===== src/rtl/control_unit.sv =====
// Hardwired control sequencer for the multicycle CPU: fetch in T0-T2, execute
// in T3-T7, with Moore strobes decoded from the registered state and ir.
`timescale 1ns/1ps
module control_unit (
  input  logic       clk,
  input  logic       clr,
  input  logic [31:0] ir,
  input  logic       con_ff,
  input  logic       stop,
  output logic       PCout,
  output logic       ZLowout,
  output logic       MDRout,
  output logic       Cout,
  output logic       PCin,
  output logic       IRin,
  output logic       Yin,
  output logic       ZLOin,
  output logic       MARin,
  output logic       MDRin,
  output logic       CONin,
  output logic       GRA,
  output logic       GRB,
  output logic       GRC,
  output logic       R_in,
  output logic       R_out,
  output logic       Baout,
  output logic       Read,
  output logic       IncPC,
  output logic       RAM_wr_enable,
  output logic       run,
  output logic [4:0] operation
);

  localparam logic [4:0] OP_LD   = 5'b00000;
  localparam logic [4:0] OP_ST   = 5'b00010;
  localparam logic [4:0] OP_ADD  = 5'b00011;
  localparam logic [4:0] OP_SUB  = 5'b00100;
  localparam logic [4:0] OP_AND  = 5'b00101;
  localparam logic [4:0] OP_OR   = 5'b00110;
  localparam logic [4:0] OP_ADDI = 5'b01100;
  localparam logic [4:0] OP_BR   = 5'b10010;
  localparam logic [4:0] OP_HALT = 5'b11011;

  typedef enum logic [3:0] {
    S_RESET, S_T0, S_T1, S_T2, S_T3, S_T4, S_T5, S_T6, S_T7, S_HALT
  } state_t;

  typedef struct packed {
    logic       pc_out;
    logic       zlow_out;
    logic       mdr_out;
    logic       c_out;
    logic       pc_in;
    logic       ir_in;
    logic       y_in;
    logic       zlo_in;
    logic       mar_in;
    logic       mdr_in;
    logic       con_in;
    logic       gra;
    logic       grb;
    logic       grc;
    logic       r_in;
    logic       r_out;
    logic       ba_out;
    logic       read;
    logic       inc_pc;
    logic       ram_wr;
    logic       run;
    logic [4:0] operation;
  } ctl_t;

  state_t     state, state_nxt;
  ctl_t       c;
  logic [4:0] op;
  logic       is_alu, is_addi, is_ld, is_st, is_br, is_halt;
  logic       unused_ir;

  assign op        = ir[31:27];
  assign unused_ir = ^ir[26:0];
  assign is_alu    = (op == OP_ADD) || (op == OP_SUB) || (op == OP_AND) || (op == OP_OR);
  assign is_addi   = (op == OP_ADDI);
  assign is_ld     = (op == OP_LD);
  assign is_st     = (op == OP_ST);
  assign is_br     = (op == OP_BR);
  assign is_halt   = (op == OP_HALT);

  always_ff @(posedge clk or posedge clr) begin
    if (clr) state <= S_RESET;
    else     state <= state_nxt;
  end

  // stop is only sampled on an instruction's final edge, so raising it
  // mid-instruction never disturbs the remaining strobes.
  always_comb begin
    state_nxt = state;
    unique case (state)
      S_RESET: state_nxt = S_T0;
      S_T0:    state_nxt = S_T1;
      S_T1:    state_nxt = S_T2;
      S_T2:    state_nxt = S_T3;
      S_T3: begin
        if (is_alu || is_addi || is_ld || is_st || is_br) state_nxt = S_T4;
        else if (is_halt)                                 state_nxt = S_HALT;
        else                                              state_nxt = stop ? S_HALT : S_T0;
      end
      S_T4:    state_nxt = S_T5;
      S_T5: begin
        if (is_ld || is_st || is_br) state_nxt = S_T6;
        else                         state_nxt = stop ? S_HALT : S_T0;
      end
      S_T6: begin
        if (is_ld || is_st) state_nxt = S_T7;
        else                state_nxt = stop ? S_HALT : S_T0;
      end
      S_T7:    state_nxt = stop ? S_HALT : S_T0;
      S_HALT:  state_nxt = S_HALT;
      default: state_nxt = S_RESET;
    endcase
  end

  always_comb begin
    c     = '0;
    c.run = (state != S_RESET) && (state != S_HALT);
    unique case (state)
      S_T0: begin
        c.pc_out    = 1'b1;
        c.mar_in    = 1'b1;
        c.inc_pc    = 1'b1;
        c.zlo_in    = 1'b1;
        c.operation = OP_ADD;
      end
      S_T1: begin
        c.zlow_out = 1'b1;
        c.pc_in    = 1'b1;
        c.read     = 1'b1;
        c.mdr_in   = 1'b1;
      end
      S_T2: begin
        c.mdr_out = 1'b1;
        c.ir_in   = 1'b1;
      end
      S_T3: begin
        if (is_alu || is_addi || is_ld || is_st) begin
          c.grb    = 1'b1;
          c.r_out  = 1'b1;
          c.y_in   = 1'b1;
          c.ba_out = is_ld || is_st;
        end else if (is_br) begin
          c.gra    = 1'b1;
          c.r_out  = 1'b1;
          c.con_in = 1'b1;
        end
      end
      S_T4: begin
        if (is_alu) begin
          c.grc       = 1'b1;
          c.r_out     = 1'b1;
          c.zlo_in    = 1'b1;
          c.operation = op;
        end else if (is_addi || is_ld || is_st) begin
          c.c_out     = 1'b1;
          c.zlo_in    = 1'b1;
          c.operation = OP_ADD;
        end else if (is_br) begin
          c.pc_out = 1'b1;
          c.y_in   = 1'b1;
        end
      end
      S_T5: begin
        if (is_alu || is_addi) begin
          c.zlow_out = 1'b1;
          c.gra      = 1'b1;
          c.r_in     = 1'b1;
        end else if (is_ld || is_st) begin
          c.zlow_out = 1'b1;
          c.mar_in   = 1'b1;
        end else if (is_br) begin
          c.c_out     = 1'b1;
          c.zlo_in    = 1'b1;
          c.operation = OP_ADD;
        end
      end
      S_T6: begin
        if (is_ld) begin
          c.read   = 1'b1;
          c.mdr_in = 1'b1;
        end else if (is_st) begin
          c.gra    = 1'b1;
          c.r_out  = 1'b1;
          c.mdr_in = 1'b1;
        end else if (is_br && con_ff) begin
          c.zlow_out = 1'b1;
          c.pc_in    = 1'b1;
        end
      end
      S_T7: begin
        if (is_ld) begin
          c.mdr_out = 1'b1;
          c.gra     = 1'b1;
          c.r_in    = 1'b1;
        end else if (is_st) begin
          c.ram_wr = 1'b1;
        end
      end
      default: ;
    endcase
  end

  assign PCout         = c.pc_out;
  assign ZLowout       = c.zlow_out;
  assign MDRout        = c.mdr_out;
  assign Cout          = c.c_out;
  assign PCin          = c.pc_in;
  assign IRin          = c.ir_in;
  assign Yin           = c.y_in;
  assign ZLOin         = c.zlo_in;
  assign MARin         = c.mar_in;
  assign MDRin         = c.mdr_in;
  assign CONin         = c.con_in;
  assign GRA           = c.gra;
  assign GRB           = c.grb;
  assign GRC           = c.grc;
  assign R_in          = c.r_in;
  assign R_out         = c.r_out;
  assign Baout         = c.ba_out;
  assign Read          = c.read;
  assign IncPC         = c.inc_pc;
  assign RAM_wr_enable = c.ram_wr;
  assign run           = c.run;
  assign operation     = c.operation;

endmodule


===== config.mk =====
export PLATFORM = sky130hd
export DESIGN_NAME = control_unit
export DESIGN_NICKNAME = d
export VERILOG_FILES = /design/src/rtl/control_unit.sv
export SDC_FILE = /design/constraint.sdc
export NUM_CORES = 1
export LEC_CHECK = 0
export ABC_AREA = 1
export CORE_UTILIZATION = 28
export CTS_BUF_LIST = sky130_fd_sc_hd__clkbuf_16
export DETAILED_ROUTE_END_ITERATION = 10
export GPL_TIMING_DRIVEN = 0
export PLACE_DENSITY_LB_ADDON = 0.15
export SYNTH_ARGS = -nofsm -noshare
export SYNTH_HDL_FRONTEND = slang
export SYNTH_SLANG_ARGS = --single-unit
export TNS_END_PERCENT = 50

===== constraint.sdc =====
create_clock -name clk -period 1.4 [get_ports clk]
set_input_delay 0.14 -clock clk [delete_from_list [all_inputs] [get_ports clk]]
set_output_delay 0.14 -clock clk [all_outputs]
set_load 0.02 [all_outputs]

==> results of run 1 <==
## synth_stat cells
cell type                   n
sky130_fd_sc_hd__nand2_2    2
sky130_fd_sc_hd__nor2_2     2
sky130_fd_sc_hd__o21ai_1    3
sky130_fd_sc_hd__nand3_1   13
sky130_fd_sc_hd__nand4_1    4
sky130_fd_sc_hd__dfrtp_1    4
sky130_fd_sc_hd__and3_1     1
sky130_fd_sc_hd__nor4_1     1
sky130_fd_sc_hd__nand3b_1   1
sky130_fd_sc_hd__nor3_2     2
sky130_fd_sc_hd__o21ai_2    2
sky130_fd_sc_hd__nand3_2    2
sky130_fd_sc_hd__nand2_4    2
sky130_fd_sc_hd__nor2_1    13
sky130_fd_sc_hd__inv_1     11
sky130_fd_sc_hd__nand2_1   36
sky130_fd_sc_hd__conb_1     1
sky130_fd_sc_hd__buf_4      2
sky130_fd_sc_hd__a21oi_1    3
sky130_fd_sc_hd__inv_2      6
sky130_fd_sc_hd__nor3_4     2
sky130_fd_sc_hd__o211ai_1   1
sky130_fd_sc_hd__nor2_4     1
## per-layer routing
layer / wire, um / vias up
met5: 0 / -
met3: 147 / 3
met2: 1270 / 33
met4: 34 / 0
met1: 1010 / 448
li1: - / 482
## worst min-delay path by stage
stage          from       end  slack (ps)  cells after the start
2_1_floorplan   clr  state[0]         -90                      1
3_3_place_gp    clr  state[0]         330                      2
3_5_place_dp    clr  state[0]         340                      2
4_1_cts         clr  state[2]         100                      2
5_1_grt         clr  state[1]         140                      2
6_report        clr  state[1]         100                      2
## power by group
part           switching (uW)  total, uW  internal (uW)
logic                     997       1820            821
registers                83.3        264            181
clock network            95.0        461            366
## metrics by stage
stage / utilization (%) / worst slack, ps / cell area, um^2 / std cells / total power [uW]
2_1_floorplan: - / 62.1 / 673 / 116 / 1050
3_3_place_gp: 46.5 / -786 / 1030 / 176 / 1610
3_5_place_dp: 46.5 / -807 / 1030 / 176 / 1620
4_1_cts: 54.9 / -253 / 1210 / 189 / 2200
5_1_grt: 61.9 / -306 / 1370 / 197 / 2690
6_report: 61.9 / -241 / 1370 / 197 / 2540
## cell families after synthesis
family	share of synthesized area, %
other	0.565
buffers and inverters	11.9
AND/OR/NAND/NOR	64.2
AO/OA/AOI/OAI	8.30
flip-flops	15.1
## worst max-delay path: stages (launching register included)
cell,delay [ps]
sky130_fd_sc_hd__dfrtp_2,420
sky130_fd_sc_hd__inv_2,80
sky130_fd_sc_hd__nand2_4,90
sky130_fd_sc_hd__nor3_4,190
sky130_fd_sc_hd__buf_6,140
sky130_fd_sc_hd__nand2_4,60
sky130_fd_sc_hd__o21ai_2,60
sky130_fd_sc_hd__inv_1,50
sky130_fd_sc_hd__nand2_1,70
sky130_fd_sc_hd__buf_6,120
## timing repair
action,4_1_cts,5_1_grt
setup buffers,10,8
pin swaps,12,10
resized for setup,148,29
endpoints found under the setup margin,24,23
gates cloned,0,0
## final cells by class
class	instances	share of cell area [%]
sequential	4	7.68
timing repair buffer	50	33.7
clock buffer	3	5.48
multi-input combinational	93	44.6
buffer	2	1.10
tap	28	2.56
inverter	17	4.84
==> summary.txt, run 1 <==
Outcome
  – Run status: finished, violations left
  – Violations in the final reports: negative setup slack

STA
  – Summed negative setup slack over all endpoints: -3360 ps
  – Min Clock Period, post-route: ~1600 ps
  – Number of slew-limit violations in the final report: 0
  – Final Hold Slack: between 90 and 100 ps
  – Final period util: 117%
  – Final worst-path setup slack: -241 ps
  – Final setup violation count: 23
  – Total count of hold-check failures in the final report: 0
  – Setup Skew: about 1.8 ps
  – Maximum clock frequency: about 610 MHz
  – Unrepaired setup endpoints after global routing: true

Worst setup path
  – Register-to-register setup slack: approximately 130 ps
  – Data arrival at the endpoint of the critical path: 1500 ps
  – Cell depth of the worst flop-to-flop path: 8
  – Worst setup startpoint: state[3]
  – Required time at the endpoint of the critical path: 1260 ps
  – R2R Path Start: state[0]
  – Setup crit end: R_out
  – Category of the worst setup path capture point: output pin
  – Reg-to-Reg End: state[2]
  – Largest fanout of any net on the critical path: 5
  – Critical path type: reg2out
  – Startpoint types: flop

Synth
  – Dominant cell type by area after synthesis: sky130_fd_sc_hd__nand2_1
  – Ys Warns: 0
  – Mapped cell area: 663 um^2
  – Distinct cell type count after synthesis: 23
  – Cell count after synthesis: 115
  – Average cell area after synthesis: between 5 and 6 um^2
  – Main area contributors after synthesis: sky130_fd_sc_hd__nand2_1 20%, sky130_fd_sc_hd__dfrtp_1 15%, sky130_fd_sc_hd__nand3_1 9.8%
  – Share of the synthesized area in the top cell type: about a fifth
  – Sequential share of the synthesized area: 15.1%
  – Count of state elements after synthesis: 4

Power
  – Leakage power total: ~0.00076 uW
  – Power density over the cells: between 1500 and 2000 nW/um^2
  – Max VDD drop: 1.14 mV

Clock tree
  – Post-CTS Hold Buffers: 0
  – Clk sink count: 4
  – CTS tree: yes
  – Worst-case clock buffer depth: 2
  – Number of clock buffers inserted by TritonCTS: 3
  – Latest clock arrival within the worst-skew pair: between 200 and 250 ps
  – H-tree lvl count: 1
  – CTS clock-pin slew for the worst setup and hold paths: 30 ps
  – Root buffer cell: sky130_fd_sc_hd__clkbuf_16

Global route
  – Top Usage Layer GRT: met2
  – Wire length of the first global-routing pass: between 3 and 4 mm
  – Gr ovfl total: 0
  – Vias in the first global route: roughly 850
  – Met3 routing resource usage after global routing: under 10%
  – Global-route track usage on met2: ~33%
  – Met1 demand-to-capacity share in global routing: around a quarter
  – Maximum number of pins on one net before global-route repair: 8
  – Global-route total usage across every layer: between 10% and 20%
  – Initial antenna violation count: 0

Final layout
  – Count of inserted antenna diode cells: 0
  – Number of fill cells: 209
  – Layout Nets: just over 200
  – Multi-input combinational cell area: approximately 610 um^2
  – Most common library cell in the layout ignoring fill and taps: sky130_fd_sc_hd__nand2_1
  – Share of post-route cells with drive strength above 1: between 50% and 60%
  – Combined flip-flop and latch cell area: around 110 um^2
  – Top reg by flops: state
  – Flip-flop count of the largest register, all copies and words added: 4
  – Highest-count cells in the layout ignoring fill and taps: 28 x sky130_fd_sc_hd__nand2_1, 23 x sky130_fd_sc_hd__buf_4, 17 x sky130_fd_sc_hd__buf_6
  – Layout Area Growth over Synthesis: 106%
  – Regs by FF count: state (4)

Floorplanning
  – Die Width: 50.7 um
  – Site Rows: 17
  – Full die area: roughly 2600 um^2
  – Initial core utilization: between 20% and 30%
  – Std-Cell Core Area: roughly 2200 um^2
  – Number of primary I/O pins: 62
  – Floorplan die height: ~51 um

Routing
  – Vias after detailed routing: 966
  – Number of routed nets with antenna violations: 0
  – First-pass iteration count of the detailed router: 4
  – Aggregate routed wire length: between 2 and 2.5 mm
  – DR DRC count: 0
  – Mean number of vias per cell: 4.90
  – Drt wl/cell: 12.5 um
  – Initial drt markers: 16

Place
  – IO buf count: 32
  – Detail Placement HPWL: 1.69 mm
  – Weighted congestion reported at the end of routability-driven placement: roughly 0.79

Worst hold path
  – Worst hold-check path type: in2async

Run
  – Count of max-cap constraint violations: 0
(Power assumes the default switching activity.)
==> run 2, diff against run 1 <==
--- a/config.mk
+++ b/config.mk
@@ -6,7 +6,7 @@
 export NUM_CORES = 1
 export LEC_CHECK = 0
 export ABC_AREA = 1
-export CORE_UTILIZATION = 28
+export CORE_UTILIZATION = 30
 export CTS_BUF_LIST = sky130_fd_sc_hd__clkbuf_16
 export DETAILED_ROUTE_END_ITERATION = 10
 export GPL_TIMING_DRIVEN = 0
==> run 2 against run 1 <==
The run still ends with negative setup slack left. Clock power is 3% lower. Setup slack lost 86 ps. Flip-flop and latch count unchanged. Critical endpoint unchanged. Largest cell class unchanged.
==> summary.txt, run 2 (synthesized netlist as in run 1, its figures left out) <==
Floorplanning
  – Die Width: 49.0 um (-3.3%)
  – Full die area: 2400 um^2 (-6.4%)
  – Floorplan die height: 49.0 um (-3.3%)
  – Std-Cell Core Area: 2020 um^2 (-8.6%)
  – Initial core utilization: 32.8% (+2.8 points)
  – Number of primary I/O pins: 62 (unchanged)
  – Site Rows: 16 (-1)

Global route
  – Initial antenna violation count: 0 (unchanged)
  – Wire length of the first global-routing pass: 3.68 mm (-3.1%)
  – Global-route total usage across every layer: 19.6% (-0.33 points)
  – Gr ovfl total: 0 (unchanged)
  – Maximum number of pins on one net before global-route repair: 8 (unchanged)
  – Vias in the first global route: 870 (+2.1%)

Outcome
  – Run status: finished, violations left
  – Violations in the final reports: negative setup slack

Routing
  – Number of routed nets with antenna violations: 0 (unchanged)
  – Drt wl/cell: 13.5 um (+8.3%)
  – DR DRC count: 0 (unchanged)
  – Mean number of vias per cell: 5.04 (+2.8%)
  – Vias after detailed routing: 978 (+1.2%)
  – First-pass iteration count of the detailed router: 4 (unchanged)
  – Initial drt markers: 17 (+1)
  – Aggregate routed wire length: 2.63 mm (+6.7%)

Clock tree
  – Clk sink count: 4 (unchanged)
  – Number of clock buffers inserted by TritonCTS: 3 (unchanged)
  – CTS tree: yes
  – Latest clock arrival within the worst-skew pair: 230 ps (about the same)
  – Post-CTS Hold Buffers: 0 (unchanged)
  – H-tree lvl count: 1 (unchanged)
  – Root buffer cell: sky130_fd_sc_hd__clkbuf_16
  – CTS clock-pin slew for the worst setup and hold paths: 30 ps (about the same)
  – Worst-case clock buffer depth: 2 (unchanged)

Worst setup path
  – Largest fanout of any net on the critical path: 7 (+2)
  – Data arrival at the endpoint of the critical path: 1590 ps (+90 ps)
  – Critical path's largest stage delay: 470 ps (+50 ps)
  – Startpoint types: flop
  – Cell with the largest stage delay on the worst path: sky130_fd_sc_hd__dfrtp_2
  – Crit-path most repeated cell: sky130_fd_sc_hd__nand2_2
  – Category of the worst setup path capture point: output pin
  – List of cells traversed by the critical path: inv_2, nor3_4, nand2_2, o21ai_2, inv_1, nand2_2, buf_6
  – CP top delay family: simple AND/OR/NAND/NOR gates
  – Required time at the endpoint of the critical path: 1260 ps (about the same)
  – Stages on worst setup path: 7 (-2)
  – Cell depth of the worst flop-to-flop path: 8 (unchanged)
  – Worst path buffer plus inverter count: 3 (-1)
  – Critical path type: reg2out

Final layout
  – Final core utilization: 66.4% (+4.5 points)
  – Flip-flop count of the largest register, all copies and words added: 4 (unchanged)
  – Top reg by flops: state
  – Regs by FF count: state (4)
  – Count of inserted antenna diode cells: 0 (unchanged)
  – Layout Nets: 205 (-0.97%)
  – Most common library cell in the layout ignoring fill and taps: sky130_fd_sc_hd__nand2_1
  – Highest-count cells in the layout ignoring fill and taps: 28 x sky130_fd_sc_hd__nand2_1, 22 x sky130_fd_sc_hd__buf_4, 15 x sky130_fd_sc_hd__buf_6, 9 x sky130_fd_sc_hd__nand2_2
  – Share of post-route cells with drive strength above 1: 56.9% (-0.51 points)
  – Layout Area Growth over Synthesis: 102%

Power
  – Max VDD drop: 1.23 mV (+7.3%)
  – Power density over the cells: 1830 nW/um^2 (-1.7%)
  – Leakage power total: 0.000759 uW (-0.17%)

STA
  – Total count of hold-check failures in the final report: 0 (unchanged)
  – Unrepaired setup endpoints after global routing: true
  – Final worst-path setup slack: -327 ps (-85.8 ps)
  – Maximum clock frequency: 579 MHz (-5.0%)
  – Final period util: 123% (+6.1 points)
  – Min Clock Period, post-route: 1730 ps (+85.8 ps)
  – Final setup violation count: 24 (+4.3%)
  – Setup Skew: 0.382 ps (-1.40 ps)
  – Number of slew-limit violations in the final report: 0 (unchanged)

Worst hold path
  – Worst hold-check path type: in2async

Run
  – Count of max-cap constraint violations: 0 (unchanged)

Place
  – DP Worst Slack: -789 ps (+18.2 ps)
  – Detail Placement HPWL: 1.57 mm (-7.3%)
  – IO buf count: 32 (unchanged)
  – Weighted congestion reported at the end of routability-driven placement: 0.815 (+2.9%)
[run 2: changes by cell type in the layout (fill, tap and decap cells not counted), sizes merged]
cell / change
clkdlybuf4s15: -2
clkbuf: +1
dlymetal6s2s: +2
inv: -1
buf: -3
clkinv: +1
[run 2: worst register-to-register path, cell delays in order, from the launching register on]
cell and delay (ps):
sky130_fd_sc_hd__dfrtp_2 470, sky130_fd_sc_hd__buf_6 150, sky130_fd_sc_hd__nor3_4 210, sky130_fd_sc_hd__inv_2 110, sky130_fd_sc_hd__buf_4 150, sky130_fd_sc_hd__buf_4 120, sky130_fd_sc_hd__nand2_1 60, sky130_fd_sc_hd__a21oi_1 40
sky130_fd_sc_hd__nand2_1 60
[run 2: layer usage]
layer  global-route usage, %  wire length (um)  up-vias
li1                        -                 -      478
met1                    24.8              1070      450
met5                       0                 0        -
met4                    6.86                48        0
met2                    33.1              1330       44
met3                    3.74               183        6
[run 2: per-stage QoR]
step	setup TNS (ps)	std cells	hold slack (ps)	power (uW)	area [um^2]
2_1_floorplan	0	116	-93.9	1050	673
3_3_place_gp	-15010	175	325	1620	1030
3_5_place_dp	-15340	175	334	1610	1030
4_1_cts	-4410	184	99.3	2100	1150
5_1_grt	-5490	194	121	2580	1340
6_report	-4070	194	93.8	2450	1340
[run 2: layout make-up]
class | instances | area (um^2)
Tap cell | 27 | 33.8
Buffer | 2 | 15.0
Inverter | 17 | 68.8
Multi-Input combinational cell | 93 | 606
Clock buffer | 3 | 75.1
Sequential cell | 4 | 104
Timing Repair Buffer | 48 | 440
Fill cell | 176 | 679
[run 2: final timing paths]
| kind | from | endpoint | slack, ps |
|---|---|---|---|
| setup / recovery | state[1] | R_out | -330 |
| setup reg to reg | state[1] | state[2] | -30 |
| hold reg to reg | state[0] | state[0] | 590 |
| hold / removal | clr | state[0] | 90 |
| max in group asynchronous | clr | state[1] | 1150 |
| min in group clk | ir[30] | state[3] | 440 |
[run 2: timing repair]
action,4_1_cts,5_1_grt
setup buffers,6,10
setup endpoints to repair,24,24
pin swaps,11,10
resized for setup,129,43
[run 2: power by group]
part	internal [uW]	switching, uW	leakage, uW
logic	747	965	0.000675
registers	179	112	0.0000470
clock network	365	83.0	0.0000370
total	1290	1160	0.000759
